[config.mk]
export PLATFORM = sky130hd
export DESIGN_NAME = sd_cmd_seq
export DESIGN_NICKNAME = d
export VERILOG_FILES = /design/src/rtl/sd_pkg.sv /design/src/rtl/sd_crc7.sv /design/src/rtl/sd_cmd_seq.sv
export SDC_FILE = /design/constraint.sdc
export NUM_CORES = 1
export LEC_CHECK = 0
export BUFFER_PORTS_ARGS = -buffer_cell sky130_fd_sc_hd__buf_4
export CAP_MARGIN = 20
export CORE_MARGIN = 8
export CORE_UTILIZATION = 40
export CTS_CLUSTER_SIZE = 14
export DETAILED_ROUTE_END_ITERATION = 8
export SETUP_SLACK_MARGIN = 0.4
export SLEW_MARGIN = 20
export SYNTH_ARGS = -nofsm -noshare
export SYNTH_HDL_FRONTEND = slang
export SYNTH_SLANG_ARGS = --single-unit
[constraint.sdc]
create_clock -name clk -period 14.4 [get_ports clk]
set_clock_uncertainty 0.15 [all_clocks]
set_input_delay 2.16 -clock clk [delete_from_list [all_inputs] [get_ports clk]]
set_output_delay 2.16 -clock clk [all_outputs]
set_load 0.02 [all_outputs]
[src/rtl/sd_pkg.sv]
// Shared types and constants for the SD SPI-mode command path.
// Used by the command sequencer and the serial CRC7 generator.
package sd_pkg;

    typedef enum logic [2:0] {
        IDLE,
        PRE,
        SEND,
        WAIT,
        RECV,
        BUSYW,
        DONE
    } state_e;

    typedef enum logic [1:0] {
        RESP_R1   = 2'd0,
        RESP_R1B  = 2'd1,
        RESP_R3R7 = 2'd2,
        RESP_RSVD = 2'd3
    } resp_type_e;

    localparam logic [6:0]  CRC7_POLY    = 7'h09;
    localparam logic [1:0]  FRAME_START  = 2'b01;
    localparam logic        FRAME_STOP   = 1'b1;
    localparam logic [39:0] TIMEOUT_RESP = 40'hFF_FFFF_FFFF;

    localparam int FRAME_BITS = 48;
    localparam int HDR_BITS   = 40;
    localparam int R1_BITS    = 8;
    localparam int R3_BITS    = 40;

endpackage

[src/rtl/sd_crc7.sv]
// Serial CRC7 (x^7 + x^3 + 1), MSB-first, zero seed.
// Shared by the command frame path and the data-block path.
module sd_crc7
    import sd_pkg::*;
(
    input  logic       clk,
    input  logic       reset,
    input  logic       clear,
    input  logic       enable,
    input  logic       bit_in,
    output logic [6:0] crc
);

    logic [6:0] r_crc;
    logic       w_fb;

    assign w_fb = bit_in ^ r_crc[6];

    // NOTE: sequential state is only ever written with <= so every flop sees pre-edge values.
    always_ff @(posedge clk or posedge reset) begin
        if (reset) begin
            r_crc <= '0;
        end else if (clear) begin
            r_crc <= '0;
        end else if (enable) begin
            r_crc <= {r_crc[5:0], 1'b0} ^ (w_fb ? CRC7_POLY : 7'h00);
        end
    end

    assign crc = r_crc;

endmodule

[src/rtl/sd_cmd_seq.sv]
// SD SPI-mode command engine: pre-clocks, 48-bit frame with CRC7, response
// capture (R1/R1b/R3/R7) and automatic retry on response timeout.
module sd_cmd_seq
    import sd_pkg::*;
#(
    parameter int PRE_BITS  = 8,
    parameter int TIMEOUT   = 2000,
    parameter int MAX_RETRY = 3,
    parameter int RW        = $clog2(MAX_RETRY + 1)
) (
    input  logic          clk,
    input  logic          reset,
    input  logic [5:0]    index,
    input  logic [31:0]   argument,
    input  logic [1:0]    resp_type,
    input  logic          start,
    output logic          busy,
    output logic          finish,
    output logic          error,
    output logic [RW-1:0] retries,
    output logic          DI,
    input  logic          DO,
    output logic [39:0]   response
);

    localparam int CNT_A   = (TIMEOUT > PRE_BITS) ? TIMEOUT : PRE_BITS;
    localparam int CNT_MAX = (CNT_A > FRAME_BITS) ? CNT_A : FRAME_BITS;
    localparam int CW      = $clog2(CNT_MAX + 1);

    localparam logic [CW-1:0] PRE_LAST  = CW'(PRE_BITS - 1);
    localparam logic [CW-1:0] TO_LAST   = CW'(TIMEOUT - 1);
    localparam logic [CW-1:0] SEND_CRC  = CW'(HDR_BITS);
    localparam logic [CW-1:0] SEND_STOP = CW'(FRAME_BITS - 1);
    localparam logic [CW-1:0] SEND_END  = CW'(FRAME_BITS);
    localparam logic [RW-1:0] RETRY_MAX = RW'(MAX_RETRY);

    state_e        r_state, w_state_nxt;
    logic [CW-1:0] r_cnt, w_cnt_nxt;
    logic [39:0]   r_hdr, w_hdr_nxt;
    resp_type_e    r_rtype, w_rtype_nxt;
    logic [38:0]   r_sh, w_sh_nxt;
    logic [39:0]   r_response, w_resp_nxt;
    logic          r_error, w_err_nxt;
    logic [RW-1:0] r_retries, w_retries_nxt;
    logic          r_di, w_di_nxt;

    logic          w_crc_en;
    logic          w_crc_clr;
    logic [6:0]    w_crc;
    logic [5:0]    w_hdr_idx;
    logic [2:0]    w_crc_idx;
    logic [CW-1:0] w_recv_last;

    assign w_crc_clr   = (r_state != SEND);
    assign w_hdr_idx   = 6'(6'd39 - r_cnt[5:0]);
    assign w_crc_idx   = 3'(6'd46 - r_cnt[5:0]);
    assign w_recv_last = (r_rtype == RESP_R3R7) ? CW'(R3_BITS - 1) : CW'(R1_BITS - 1);

    sd_crc7 u_crc7 (
        .clk    (clk),
        .reset  (reset),
        .clear  (w_crc_clr),
        .enable (w_crc_en),
        .bit_in (r_hdr[w_hdr_idx]),
        .crc    (w_crc)
    );

    // NOTE: every always_comb output gets a default first, so no path can infer a latch.
    always_comb begin
        w_state_nxt   = r_state;
        w_cnt_nxt     = r_cnt;
        w_hdr_nxt     = r_hdr;
        w_rtype_nxt   = r_rtype;
        w_sh_nxt      = r_sh;
        w_resp_nxt    = r_response;
        w_err_nxt     = r_error;
        w_retries_nxt = r_retries;
        w_di_nxt      = 1'b1;
        w_crc_en      = 1'b0;

        case (r_state)
            IDLE: begin
                if (start) begin
                    w_hdr_nxt     = {FRAME_START, index, argument};
                    w_rtype_nxt   = resp_type_e'(resp_type);
                    w_retries_nxt = '0;
                    w_err_nxt     = 1'b0;
                    w_cnt_nxt     = '0;
                    w_state_nxt   = PRE;
                end
            end
            PRE: begin
                if (r_cnt == PRE_LAST) begin
                    w_cnt_nxt   = '0;
                    w_state_nxt = SEND;
                end else begin
                    w_cnt_nxt = r_cnt + 1'b1;
                end
            end
            SEND: begin
                // DI is registered, so the bit chosen at count c appears one cycle later;
                // count 48 leaves the stop bit on the line for its full cycle.
                if (r_cnt < SEND_CRC) begin
                    w_di_nxt = r_hdr[w_hdr_idx];
                    w_crc_en = 1'b1;
                end else if (r_cnt < SEND_STOP) begin
                    w_di_nxt = w_crc[w_crc_idx];
                end else if (r_cnt == SEND_STOP) begin
                    w_di_nxt = FRAME_STOP;
                end
                if (r_cnt == SEND_END) begin
                    w_cnt_nxt   = '0;
                    w_state_nxt = WAIT;
                end else begin
                    w_cnt_nxt = r_cnt + 1'b1;
                end
            end
            WAIT: begin
                if (!DO) begin
                    w_sh_nxt    = '0;
                    w_cnt_nxt   = CW'(1);
                    w_state_nxt = RECV;
                end else if (r_cnt == TO_LAST) begin
                    w_cnt_nxt = '0;
                    if (r_retries < RETRY_MAX) begin
                        w_retries_nxt = r_retries + 1'b1;
                        w_state_nxt   = PRE;
                    end else begin
                        w_resp_nxt  = TIMEOUT_RESP;
                        w_err_nxt   = 1'b1;
                        w_state_nxt = DONE;
                    end
                end else begin
                    w_cnt_nxt = r_cnt + 1'b1;
                end
            end
            RECV: begin
                w_sh_nxt  = {r_sh[37:0], DO};
                w_cnt_nxt = r_cnt + 1'b1;
                if (r_cnt == w_recv_last) begin
                    w_resp_nxt  = {r_sh, DO};
                    w_cnt_nxt   = '0;
                    w_state_nxt = (r_rtype == RESP_R1B) ? BUSYW : DONE;
                end
            end
            BUSYW: begin
                if (DO) begin
                    w_state_nxt = DONE;
                end else if (r_cnt == TO_LAST) begin
                    w_err_nxt   = 1'b1;
                    w_state_nxt = DONE;
                end else begin
                    w_cnt_nxt = r_cnt + 1'b1;
                end
            end
            DONE: begin
                if (!start) begin
                    w_state_nxt = IDLE;
                end
            end
            default: w_state_nxt = IDLE;
        endcase
    end

    always_ff @(posedge clk or posedge reset) begin
        if (reset) begin
            r_state    <= IDLE;
            r_cnt      <= '0;
            r_hdr      <= '0;
            r_rtype    <= RESP_R1;
            r_sh       <= '0;
            r_response <= '0;
            r_error    <= 1'b0;
            r_retries  <= '0;
            r_di       <= 1'b1;
        end else begin
            r_state    <= w_state_nxt;
            r_cnt      <= w_cnt_nxt;
            r_hdr      <= w_hdr_nxt;
            r_rtype    <= w_rtype_nxt;
            r_sh       <= w_sh_nxt;
            r_response <= w_resp_nxt;
            r_error    <= w_err_nxt;
            r_retries  <= w_retries_nxt;
            r_di       <= w_di_nxt;
        end
    end

    assign busy     = (r_state != IDLE);
    assign finish   = (r_state == DONE);
    assign error    = r_error;
    assign retries  = r_retries;
    assign DI       = r_di;
    assign response = r_response;

endmodule

## Word level (Yosys, flattened, before mapping)

Index checks and enable logic that the tools add are counted.

| cells by class | value |
|---|---|
| add/sub/neg operators | 4 |
| multiply operators | 0 |
| div/mod/pow operators | 0 |
| $lt $le $gt $ge | 5 |
| equal/unequal tests | 28 |
| shift operators | 0 |
| multiplexer cells | 53 |
| bitwise operators | 2 |
| reduce and logical (&&, ||, !) cells | 14 |

Operator list:

| kind | number |
|---|---|
| $mux 40 | 4 |
| $mux 11 | 8 |
| $pmux 40 s2 | 1 |
| $pmux 39 s2 | 1 |
| $pmux 11 s6 | 1 |
| $mux 39 | 1 |
| $mux 3 | 10 |
| $ne 2x2->1 const B | 13 |
| $lt 11x6->1 const B | 2 |
| $pmux 3 s7 | 1 |
| $mux 7 | 2 |
| $reduce_and 7->1 | 2 |
| $mux 1 | 13 |
| $add 11x1->11 const B | 1 |
| $eq 11x11->1 const B | 1 |
| $eq 11x3->1 const B | 1 |
| $eq 11x6->1 | 1 |
| $eq 11x6->1 const B | 1 |
| $mux 2 | 5 |
| $reduce_and 5->1 | 2 |
| $eq 3x3->1 const B | 3 |
| $lt 6x7->1 const B | 1 |
| $xor 7x7->7 | 1 |
| $bmux 1 s6 | 1 |
| other kinds (23) | 29 |

| word-level totals | value |
|---|---|
| register bits after elaboration | 145 |
| bits in latches | 0 |
| RAM bits | 0 |
| memory bits (read-only) | 0 |
| input bits | 44 |
| output and inout bits | 46 |
| memories kept | 0 |

## Depth between registers and ports, before layout

| logic depth | value |
|---|---|
| word-level depth | 8 |
| mapped depth | 12 |
| mapped depth without buffers | 8 |

## Modules after synthesis

From an unflattened synthesis, not the netlist that was laid out.

| second synthesis, totals | value |
|---|---|
| cell total of the unflattened synthesis | 541 |
| area total of the unflattened synthesis | 6606.3 µm² |

By module, submodules not included:

| module | instances | cells an instance | area each (µm²) | sequential area each (µm²) |
|---|---|---|---|---|
| sd_cmd_seq | 1 | 512 | 6294.8 | 3454.6 |
| sd_crc7 | 1 | 29 | 311.5 | 175.2 |

## Worst setup path before layout

No wires, ideal clock.

| path | value |
|---|---|
| kind | input to register |
| start point | input port DO |
| end point | register r_cnt[10] |
| setup time | 0.067 ns |
| data arrival time | 3.468 ns |
| path slack | 10.716 ns |
| stages | 7 |
| buffers on the path | 1 |
| path through | clkbuf_1 > inv_1 > o31ai_1 > a31o_2 > a21o_1 > nor2_1 > a22o_1 |

| on the way | value |
|---|---|
| cells in the longest elaborated chain, start to end | 2 |

Ends and longest elaborated chain:

| item | RTL line | source |
|---|---|---|
| from (decl) | sd_cmd_seq.sv:22 | `input logic DO,` |
| $mux 11 or $ne 2x2->1 (tied branches) | n/a |  |
| $pmux 11 s6 or $reduce_and 4->1 (tied branches) | n/a |  |
| to (signal assigned) | sd_cmd_seq.sv:178 | `r_cnt <= w_cnt_nxt;` |
| to (decl) | sd_cmd_seq.sv:38 | `logic [CW-1:0] r_cnt, w_cnt_nxt;` |

Several ways; a longest one is shown, not always the timed one.
A chain may end at the register's enable or synchronous reset.

## Worst setup path after layout

| path | value |
|---|---|
| start point | register r_state[1] |
| end point | output port finish |

| on the way | value |
|---|---|
| cells in the longest elaborated chain, start to end | 1 |

Ends and longest elaborated chain:

| item | RTL line | source |
|---|---|---|
| from (decl) | sd_cmd_seq.sv:37 | `state_e r_state, w_state_nxt;` |
| from (signal assigned) | sd_cmd_seq.sv:177 | `r_state <= w_state_nxt;` |
| $eq 3x3->1 | sd_cmd_seq.sv:190 | `assign finish = (r_state == DONE);` |
| to (decl) | sd_cmd_seq.sv:18 | `output logic finish,` |

No other way between the ends.

==> qor.yml <==
outcome:
  status: "finished clean"
timing:
  period_needed_ps: 4100
  fin_hold_ws_ps: 316
  finalCritPeriodShare: 0.285
  slew_viol_final: 0
  maxSlewHeadroom: 0.336
  rsz0062_at_grt: "no"
  finalHoldViolCount: 0
  fin_tns_setup_ps: 0
  setup_viol: 0
  setup_slack_ps: 10300
  tightest_slew_ps: 986
  timing.fmax_mhz: 244
power:
  comb_power_share: 0.300
  p_int_uw: 956
  p_sw_uw: 452
  p_seq_frac: 0.392
  leakage_uw: 0.00338
  power_frac_clock: 0.308
  vdd_ir_drop_max_mv: 0.111
  powerDensity_nw_per_um2: 177
  p_sw_frac: 0.321
yosys:
  synth.largest_area_cell: "dfrtp_1"
  syn_area_um2: 6520
  synth_most_common_cell: "dfrtp_1"
  ys_warn_count: 0
  synth_top_area_share: 0.553
  synthXorXnorAreaFrac: 0.00403
  synth_mux_area_frac: 0.122
  synth_simple_gate_area_frac: 0.0804
  yosys-top-cells-count: "144 x dfrtp_1, 51 x a22o_1, 45 x mux2_2"
  netlist_instances: 523
  syn_nets: 578
  yosysUniqueCellTypes: 57
  yosysSeqAreaShare: 0.557
  synth_edf_count: 0
  synth_compound_area_frac: 0.180
  synthFlopType: "dfrtp_1"
  async_reset_ff_frac: 1.00
  ys_ff_latch: 145
  syn_avg_cell_area_um2: 12.5
  yosys.area_share.adder: 0.0211
  synth_top_family_by_area: "compound AO/OA/AOI/OAI gates"
  synth_top_cells_by_area: "dfrtp_1 55%, mux2_2 7.8%, a22o_1 6.9%, o22a_1 5.4%, mux4_2 2.4%"
global_route:
  grt_pass1_wl_um: 25300
  grtUsageTotal: 0.156
  grt_pass1_vias: 4783
  grt_antenna_before_repair: 0
  gr-total-overflow: 0
  grt_max_degree: 89
drt:
  drc_errors: 0
  vias: 4526
  ant_nets: 0
  routedWlPerCell_um: 17.9
  routed_via_density: 5.47
  dr.first_iter.drc_count: 283
  finalWirelength_um: 14800
  dr.pass1.iters: 6
clock_tree:
  cts_tree: "done"
  post_cts_resize_count: 0
  postCtsSetupRepairBufs: 0
  clock_path_buffers: 2
  cts-root-buf: "clkbuf_16"
  clkTransAtPathRegs_ps: 60
  cts_made_buffers: 17
  cts_hold_buf: 0
  clk_latency_ps: 420
  cts.sinks: 145
  cts_max_level: 4
worst_setup_path:
  cp_max_fo: 14
  worstSetupPathType: "flip-flop to primary output"
  end_kind: "primary output"
  cp.arrival_ps: 1790
  worstSetupStartpointType: "flip-flop"
  critPathRequiredTime_ps: 12090
placed_design:
  place_ws_ps: 10100
  hpwlAfterDp_um: 10100
  dpl_cell_area_um2: 7380
  io_buffers: 89
  place_congestion: 0.805
final_layout:
  finalInstanceArea_um2: 7970
  drive_gt1_frac: 0.315
  nFillCells: 1460
  final_util: 0.501
  syn2layout_area_growth_pct: 22.2
  final_net_count: 655
  diodes: 0
floorplanning:
  die_area_um2: 20600
  die_y_um: 144
  std_cell_rows: 46
  start_util: 0.410
  core-area_um2: 15900
  io_pins: 90
  die-width_um: 144
job:
  cap_violations: 0
hold_path:
  hp-class: "flip-flop to flip-flop"
==> flip-flops by register name, summed over array words and instances, names as in the netlist <==
name and flops:
response 40, r_hdr 39, r_sh 39, r_cnt 11
u_crc7.crc 7, r_state 3, r_rtype 2, retries 2
DI 1, error 1
==> power by group through the flow <==
| stage | combinational [uW] | sequential, uW | clock, uW |
|---|---|---|---|
| after floorplan | 328 | 541 | 0 |
| after global placement | 410 | 555 | 0 |
| after detailed placement | 424 | 561 | 0 |
| after CTS | 427 | 554 | 445 |
| after global routing | 467 | 565 | 466 |
| final | 422 | 552 | 434 |
==> critical path, cell delays in order, from the launching register on <==
cell and delay, ps:
dfrtp_1 630, inv_1 240, nor3_1 310, buf_4 200
==> kinds of logic (layout without fill, tap and decap cells) <==
kind of cell	count (synthesis)	count (layout)
buf+inv	54	143
mux	65	65
compound gates	149	149
simple gates	96	96
fa+ha+maj	11	11
xor+xnor	3	3
flops	145	145
==> layer usage <==
| metal | vias up | share of wire | wire, um | track usage |
|---|---|---|---|---|
| li1 | 2112 | - | - | - |
| met1 | 2300 | 0.47 | 6960 | 0.208 |
| met2 | 97 | 0.47 | 7000 | 0.235 |
| met3 | 17 | 0.047 | 694 | 0.0471 |
| met4 | 0 | 0.013 | 192 | 0.0548 |
| met5 | - | 0 | 0 | 0 |
==> final cells by class <==
class | count | area (um2) | share of cell area
multi-input cells | 324 | 2680 | 0.336
well taps | 216 | 270 | 0.0339
clock inverters | 11 | 129 | 0.0162
flip-flops and latches | 145 | 3630 | 0.456
inverters | 16 | 65.1 | 0.00817
clock buffers | 20 | 457 | 0.0573
repair buffers | 96 | 737 | 0.0925
==> per-stage QoR <==
stage | cells | total power (uW)
after CTS | 828 | 1430
after global routing | 828 | 1500
after floorplan | 523 | 869
after global placement | 796 | 965
after detailed placement | 797 | 985
final | 828 | 1410
==> worst paths after layout <==
kind | from | to | slack, ps | cells past startpoint
min in group asynchronous | reset | r_hdr[4] | 1640 | 2
min reg2reg | r_hdr[38] | r_hdr[38] | 320 | 1
max | r_state[1] | finish | 10300 | 3
min | r_hdr[38] | r_hdr[38] | 320 | 1
max reg2reg | r_cnt[0] | r_cnt[2] | 10680 | 8
max in group asynchronous | reset | response[36] | 11290 | 3
==> cell usage in the layout, fill, tap and decap left out, drive strengths merged, types with 13 or more instances in the layout <==
master and count:
a22o 51, nor2 22, mux2 45, clkbuf 20, o21ai 16, mux2i 13
buf 96, o22a 40, nand2 22, dfrtp 144, a21oi 17, inv 19
No activity file was read; power rests on OpenSTA's default activity.
